### config.mk
export PLATFORM = sky130hd
export DESIGN_NAME = dac_playback_sequencer_flat
export DESIGN_NICKNAME = d
export VERILOG_FILES = /design/src/rtl/dac_playback_sequencer_pkg.sv /design/src/rtl/dac_playback_sequencer_if.sv /design/src/rtl/dac_playback_sequencer_addr_gen.sv /design/src/rtl/dac_playback_sequencer.sv /design/src/flat_wrapper.sv
export SDC_FILE = /design/constraint.sdc
export NUM_CORES = 1
export LEC_CHECK = 0
export CORE_ASPECT_RATIO = 1.4
export CORE_MARGIN = 4
export CORE_UTILIZATION = 54
export CTS_BUF_LIST = sky130_fd_sc_hd__clkbuf_8 sky130_fd_sc_hd__clkbuf_16
export DETAILED_ROUTE_END_ITERATION = 7
export MAX_ROUTING_LAYER = met4
export PLACE_DENSITY = 0.85
export SETUP_SLACK_MARGIN = 0.15
export SLEW_MARGIN = 20
export SYNTH_ARGS = -nofsm -noshare
export SYNTH_HDL_FRONTEND = slang
export SYNTH_SLANG_ARGS = --single-unit
export TNS_END_PERCENT = 1
### constraint.sdc
create_clock -name clk -period 5.85 [get_ports clk]
set_input_delay 1.4625 -clock clk [delete_from_list [all_inputs] [get_ports clk]]
set_output_delay 1.4625 -clock clk [all_outputs]
set_load 0.005 [all_outputs]
### src/rtl/dac_playback_sequencer_pkg.sv
// Shared types and default sizes for the DAC playback sequencer.
package dac_seq_pkg;

  localparam int ADDR_W_DEF  = 10;
  localparam int DW_DEF      = 10;
  localparam int BURST_W_DEF = 4;
  localparam int STATE_W     = 2;

  typedef enum logic [STATE_W-1:0] {
    ST_IDLE  = 2'd0,
    ST_WAIT  = 2'd1,
    ST_BURST = 2'd2,
    ST_FLUSH = 2'd3
  } seq_state_e;

  function automatic logic state_is_busy(input seq_state_e st);
    return st != ST_IDLE;
  endfunction

endpackage

### src/rtl/dac_playback_sequencer_if.sv
// Wave memory read port and DAC FIFO write/status port as seen by the sequencer.
import dac_seq_pkg::*;

interface dac_playback_sequencer_if #(
  parameter int ADDR_W = ADDR_W_DEF,
  parameter int DW     = DW_DEF
);
  logic              mem_rd;
  logic [ADDR_W-1:0] mem_addr;
  logic [DW-1:0]     mem_rdata;
  logic              dac_wr;
  logic [DW-1:0]     dac_data;
  logic              dac_low;
  logic              dac_empty;

  modport master (
    output mem_rd, mem_addr, dac_wr, dac_data,
    input  mem_rdata, dac_low, dac_empty
  );

  modport slave (
    input  mem_rd, mem_addr, dac_wr, dac_data,
    output mem_rdata, dac_low, dac_empty
  );
endinterface

### src/rtl/dac_playback_sequencer_addr_gen.sv
// Window address generator: current address plus samples remaining in the window.
import dac_seq_pkg::*;

module dac_seq_addr_gen #(
  parameter int ADDR_W = ADDR_W_DEF
) (
  input  logic              clk,
  input  logic              rst,
  input  logic              load,
  input  logic              step,
  input  logic              reload,
  input  logic [ADDR_W-1:0] base_in,
  input  logic [ADDR_W-1:0] length_in,
  output logic [ADDR_W-1:0] addr,
  output logic              window_end
);

  logic [ADDR_W-1:0] addr_reg;
  logic [ADDR_W-1:0] remaining_reg;
  logic [ADDR_W-1:0] base_reg;
  logic [ADDR_W-1:0] length_reg;

  // base/length are kept so a looping window can restart without the inputs
  always_ff @(posedge clk) begin
    if (rst) begin
      addr_reg      <= '0;
      remaining_reg <= '0;
      base_reg      <= '0;
      length_reg    <= '0;
    end else if (load) begin
      addr_reg      <= base_in;
      remaining_reg <= length_in;
      base_reg      <= base_in;
      length_reg    <= length_in;
    end else if (reload) begin
      addr_reg      <= base_reg;
      remaining_reg <= length_reg;
    end else if (step) begin
      addr_reg <= addr_reg + 1'b1;
      if (remaining_reg != '0)
        remaining_reg <= remaining_reg - 1'b1;
    end
  end

  assign addr       = addr_reg;
  assign window_end = (remaining_reg == '0);

endmodule

### src/rtl/dac_playback_sequencer.sv
// Refills the DAC sample FIFO from wave memory in bursts triggered by FIFO low.
// Optional DAC_SEQ_LOOP_COUNT_EN adds a bounded repeat count for looped playback.
import dac_seq_pkg::*;

module dac_playback_sequencer #(
  parameter int ADDR_W  = ADDR_W_DEF,
  parameter int DW      = DW_DEF,
  parameter int BURST_W = BURST_W_DEF
) (
  input  logic               clk,
  input  logic               rst,
  input  logic               start,
  input  logic               stop,
  input  logic               loop_en,
  input  logic [ADDR_W-1:0]  base_addr,
  input  logic [ADDR_W-1:0]  length,
  input  logic [BURST_W-1:0] burst_len,
`ifdef DAC_SEQ_LOOP_COUNT_EN
  input  logic [7:0]         loop_count,
`endif
  dac_playback_sequencer_if.master bus,
  output logic               busy,
  output logic               done,
  output logic               underrun
);

  seq_state_e         state_reg, state_next;
  logic [BURST_W-1:0] burst_cnt_reg, burst_cnt_next;
  logic [BURST_W-1:0] burst_len_reg, burst_len_next;
  logic               loop_en_reg, loop_en_next;
  logic               first_done_reg, first_done_next;
  logic               underrun_reg, underrun_next;
  logic               done_pend_reg, done_pend_next;
  logic               dac_wr_reg;
  logic               ag_load, ag_step, ag_reload;
  logic [ADDR_W-1:0]  ag_addr;
  logic               ag_window_end;
  logic               loop_more;
  logic [DW-1:0]      rdata;

`ifdef DAC_SEQ_LOOP_COUNT_EN
  logic [7:0] loop_cnt_reg, loop_cnt_next;
  assign loop_more = loop_en_reg && (loop_cnt_reg != 8'd0);
`else
  assign loop_more = loop_en_reg;
`endif

  dac_seq_addr_gen #(.ADDR_W(ADDR_W)) u_addr_gen (
    .clk        (clk),
    .rst        (rst),
    .load       (ag_load),
    .step       (ag_step),
    .reload     (ag_reload),
    .base_in    (base_addr),
    .length_in  (length),
    .addr       (ag_addr),
    .window_end (ag_window_end)
  );

  always_ff @(posedge clk) begin
    if (rst) begin
      state_reg      <= ST_IDLE;
      burst_cnt_reg  <= '0;
      burst_len_reg  <= '0;
      loop_en_reg    <= 1'b0;
      first_done_reg <= 1'b0;
      underrun_reg   <= 1'b0;
      done_pend_reg  <= 1'b0;
      dac_wr_reg     <= 1'b0;
`ifdef DAC_SEQ_LOOP_COUNT_EN
      loop_cnt_reg   <= '0;
`endif
    end else begin
      state_reg      <= state_next;
      burst_cnt_reg  <= burst_cnt_next;
      burst_len_reg  <= burst_len_next;
      loop_en_reg    <= loop_en_next;
      first_done_reg <= first_done_next;
      underrun_reg   <= underrun_next;
      done_pend_reg  <= done_pend_next;
      dac_wr_reg     <= bus.mem_rd;
`ifdef DAC_SEQ_LOOP_COUNT_EN
      loop_cnt_reg   <= loop_cnt_next;
`endif
    end
  end

  always_comb begin
    state_next      = state_reg;
    burst_cnt_next  = burst_cnt_reg;
    burst_len_next  = burst_len_reg;
    loop_en_next    = loop_en_reg;
    first_done_next = first_done_reg;
    underrun_next   = underrun_reg;
    done_pend_next  = done_pend_reg;
    ag_load         = 1'b0;
    ag_step         = 1'b0;
    ag_reload       = 1'b0;
`ifdef DAC_SEQ_LOOP_COUNT_EN
    loop_cnt_next   = loop_cnt_reg;
`endif
    case (state_reg)
      ST_IDLE: begin
        if (start && !stop) begin
          state_next      = ST_WAIT;
          ag_load         = 1'b1;
          burst_len_next  = burst_len;
          loop_en_next    = loop_en;
          first_done_next = 1'b0;
          underrun_next   = 1'b0;
          done_pend_next  = 1'b0;
`ifdef DAC_SEQ_LOOP_COUNT_EN
          loop_cnt_next   = loop_count;
`endif
        end
      end
      ST_WAIT: begin
        if (stop) begin
          state_next = ST_FLUSH;
        end else if (bus.dac_low) begin
          burst_cnt_next = burst_len_reg;
          state_next     = ST_BURST;
        end else if (first_done_reg && bus.dac_empty) begin
          underrun_next = 1'b1;
        end
      end
      ST_BURST: begin
        if (stop) begin
          state_next = ST_FLUSH;
        end else if (ag_window_end && loop_more) begin
          ag_reload = 1'b1;
`ifdef DAC_SEQ_LOOP_COUNT_EN
          loop_cnt_next = loop_cnt_reg - 8'd1;
`endif
          if (burst_cnt_reg == '0) begin
            first_done_next = 1'b1;
            state_next      = ST_WAIT;
          end else begin
            burst_cnt_next = burst_cnt_reg - 1'b1;
          end
        end else if (ag_window_end) begin
          // last read of a finite playback; its write lands during FLUSH
          ag_step        = 1'b1;
          done_pend_next = 1'b1;
          state_next     = ST_FLUSH;
        end else begin
          ag_step = 1'b1;
          if (burst_cnt_reg == '0) begin
            first_done_next = 1'b1;
            state_next      = ST_WAIT;
          end else begin
            burst_cnt_next = burst_cnt_reg - 1'b1;
          end
        end
      end
      ST_FLUSH: begin
        done_pend_next = 1'b0;
        state_next     = ST_IDLE;
      end
      default: state_next = ST_IDLE;
    endcase
  end

  always_comb begin
    bus.mem_rd   = (state_reg == ST_BURST) && !stop;
    bus.mem_addr = ag_addr;
    bus.dac_wr   = dac_wr_reg;
    busy         = state_is_busy(state_reg);
    done         = (state_reg == ST_FLUSH) && done_pend_reg;
    underrun     = underrun_reg;
  end

  assign rdata        = bus.mem_rdata;
  assign bus.dac_data = rdata;

endmodule

### src/flat_wrapper.sv
// flat-port wrapper written by rule: the top's interface ports become plain ports
module dac_playback_sequencer_flat 
#(
  parameter int ADDR_W  = ADDR_W_DEF,
  parameter int DW      = DW_DEF,
  parameter int BURST_W = BURST_W_DEF
)
  (clk, rst, start, stop, loop_en, base_addr, length, burst_len, busy, done, underrun, bus_mem_rd, bus_mem_addr, bus_dac_wr, bus_dac_data, bus_mem_rdata, bus_dac_low, bus_dac_empty);
  dac_playback_sequencer_if #(.ADDR_W(ADDR_W), .DW(DW)) bus_i ();
  input  logic clk;
  input  logic rst;
  input  logic start;
  input  logic stop;
  input  logic loop_en;
  input  logic [ADDR_W-1:0] base_addr;
  input  logic [ADDR_W-1:0] length;
  input  logic [BURST_W-1:0] burst_len;
  output logic busy;
  output logic done;
  output logic underrun;
  output wire logic [$bits(bus_i.mem_rd)-1:0] bus_mem_rd;
  output wire logic [$bits(bus_i.mem_addr)-1:0] bus_mem_addr;
  output wire logic [$bits(bus_i.dac_wr)-1:0] bus_dac_wr;
  output wire logic [$bits(bus_i.dac_data)-1:0] bus_dac_data;
  input wire logic [$bits(bus_i.mem_rdata)-1:0] bus_mem_rdata;
  input wire logic [$bits(bus_i.dac_low)-1:0] bus_dac_low;
  input wire logic [$bits(bus_i.dac_empty)-1:0] bus_dac_empty;
  assign bus_mem_rd = bus_i.mem_rd;
  assign bus_mem_addr = bus_i.mem_addr;
  assign bus_dac_wr = bus_i.dac_wr;
  assign bus_dac_data = bus_i.dac_data;
  assign bus_i.mem_rdata = bus_mem_rdata;
  assign bus_i.dac_low = bus_dac_low;
  assign bus_i.dac_empty = bus_dac_empty;
  dac_playback_sequencer #(.ADDR_W(ADDR_W), .DW(DW), .BURST_W(BURST_W)) u_core (.clk(clk), .rst(rst), .start(start), .stop(stop), .loop_en(loop_en), .base_addr(base_addr), .length(length), .burst_len(burst_len), .bus(bus_i), .busy(busy), .done(done), .underrun(underrun));
endmodule
==> out/results.ini <==
[setup_path]
crit_type = in2out
crit_required_ns = 4.39
cp_cell_sequence = clkdlybuf4s50_1, inv_1, nand3_1, inv_1, clkdlybuf4s50_1
r2r_end = u_core.burst_cnt_reg[3]
critPathMaxFanout = 13
reg2regPathDepth = 4
crit_arrival_ns = 3.29
regToRegSetupSlack_ns = 3.27
max_stage_delay_ns = 0.61
slowest_stage = clkdlybuf4s50_1
start_kind = input port
critPathCaptureType = output port
reg2reg_from = u_core.state_reg[1]

[worst_hold_path]
hold_class = reg2reg
hp-start = u_core.burst_len_reg[1]
min_path_cells = 2
hold_path_end = u_core.burst_len_reg[1]

[global_route]
track_usage = 0.232
grt_max_degree = 44
grt_first_pass_wirelength_mm = 12.4
antenna_found_initial = 0
overflow = 0
grt_pass1_vias = 2726

[place]
hpwlAfterDp_mm = 4.95
gp_congestion = 0.899
place_area_um2 = 3330
dpl.cell_count = 449
io_buffers = 45

[floorplanning]
ioPinCount = 66
die_w_um = 70.3
start_util = 0.560
core_area_um2 = 5240
rows = 31
die_h_um = 95.2
dieArea_um2 = 6690

[route]
ant_nets = 0
vias_per_cell = 6.09
drc_errors = 0
dr.pass1.iters = 5
drt_iter0_markers = 287
wire_per_inst_um = 16.0
vias = 2781
routed_wl_mm = 7.33

[power]
leakage_nw = 1.23
power_density_nw_per_um2 = 266
total_power_uw = 915
peakVddDrop_mv = 0.139

[sta]
tns_ns = 0
fmax_mhz = 211
tightest_slew_ns = 0.928
hold_viol = 0
fin_skew_ns = 0.0111
slew_violations = 0
finalSetupViolCount = 0
rsz0062_at_grt = no
fin_crit_sh = 0.812
relSlewSlack = 0.377
post-route-min-period_ns = 4.75

[final_layout]
layout_common_cells = 63 x nand2_1, 55 x dfxtp_1, 45 x clkdlybuf4s50_1, 42 x a21oi_1, 22 x nor2_1
design_area_um2 = 3440
final_common_cell = nand2_1
fin_cells = 457
area_delta_synth_final_pct = 17.4
antenna_cells = 0
drive_gt1_frac = 0.0793
fin_nets = 435

[clocking]
hold_buffers = 0
cts_tree = built
clkTransAtPathRegs_ns = 0.09
cts_buffer_depth = 2
post_cts_resized = 0
postCtsSetupRepairBufs = 0
numCtsBuffers = 5
cts.sinks = 55
htree_levels = 2
cts_root_buffer = clkbuf_8
worstSkewPairLatency_ns = 0.31

[yosys]
synth.distinct_cells = 59
netlist_area_um2 = 2930
synthFlopType = dfxtp_1
avgSynthCellArea_um2 = 7.99
synth_edf_count = 0
ys_async_sr_fraction = 0
synth_top_cell_area_share = 0.375
yosysTopAreaCell = dfxtp_1
syn_nets = 412
syn_inst = 367
ys_warn_count = 0
synthTopCellsByArea = dfxtp_1 38%, nand2_1 8.1%, a21oi_1 7.2%, buf_4 3.1%, nor2_1 2.8%
yosysSeqAreaShare = 0.375
synth-seq-cells = 55

[flow_run]
drv_cap = 0

[status]
status = completed

-- how the worst max path moves through the flow --
stage	endpoint	slack, ns	depth (start not counted)	start
after floorplan	bus_mem_rd	2.26	4	stop
after global placement	bus_mem_rd	1.16	5	stop
after detailed placement	bus_mem_rd	1.13	5	stop
after CTS	bus_mem_rd	1.11	5	stop
after global routing	bus_mem_rd	1.00	5	stop
final	bus_mem_rd	1.10	5	stop
-- Yosys cell counts, drive strengths merged (3+ instances only) --
cell / instances
a2111oi: 3
a21oi: 42
a311oi: 4
a31oi: 6
buf: 15
clkbuf: 19
dfxtp: 55
ha: 4
inv: 12
mux2i: 6
nand2: 64
nand3: 14
nand4: 3
nor2: 23
nor3: 11
nor3b: 6
nor4: 4
nor4b: 3
o211ai: 5
o21a: 3
o21ai: 14
o221ai: 6
o31ai: 3
or4: 3
xnor2: 8
xor2: 4
-- logic make-up (layout without fill, tap and decap cells) --
| family | Yosys count | count (layout) | share of synthesized area |
|---|---|---|---|
| adders and majority gates | 4 | 4 | 0.0171 |
| and+or+nand+nor | 144 | 144 | 0.246 |
| xor gates and xnor gates | 12 | 12 | 0.0358 |
| AOI/OAI and AO/OA | 100 | 100 | 0.226 |
| muxes | 6 | 6 | 0.0205 |
| DFF | 55 | 55 | 0.375 |
| buffers and inverters | 46 | 70 | 0.0797 |
-- metal layers --
layer | global-route usage | routed length (µm) | share of wire
met1 | 0.263 | 2990 | 0.41
met2 | 0.411 | 3850 | 0.52
met3 | 0.0327 | 379 | 0.052
met4 | 0.0911 | 118 | 0.016
met5 | - | 0 | 0
-- stage by stage --
stage | worst slack [ns] | utilization | hold slack, ns
3_3_place_gp | 1.16 | 0.634 | 0.443
3_5_place_dp | 1.13 | 0.635 | 0.447
6_report | 1.10 | 0.658 | 0.459
2_1_floorplan | 2.26 | - | 0.434
5_1_grt | 1.00 | 0.658 | 0.485
4_1_cts | 1.11 | 0.658 | 0.461
-- cell type report --
type / count / area, µm²
Timing Repair Buffer: 50 / 488
Fill cell: 447 / 1790
Clock buffer: 6 / 82.6
Tap cell: 66 / 82.6
Inverter: 12 / 45.0
Multi-Input combinational cell: 266 / 1610
Sequential cell: 55 / 1100
Clock inverter: 2 / 35.0
-- power by group --
group	total, mW	leakage [nW]	internal, mW	switching [mW]
clock	0.261	0.0612	0.139	0.122
combinational	0.222	0.715	0.106	0.116
sequential	0.433	0.450	0.401	0.0318
-- critical path: cells and delay by family --
kind,cells,cell delay (ns)
buf+inv,4,1.52
simple gates,1,0.31
Note: power is estimated with default switching activity, not from simulation.
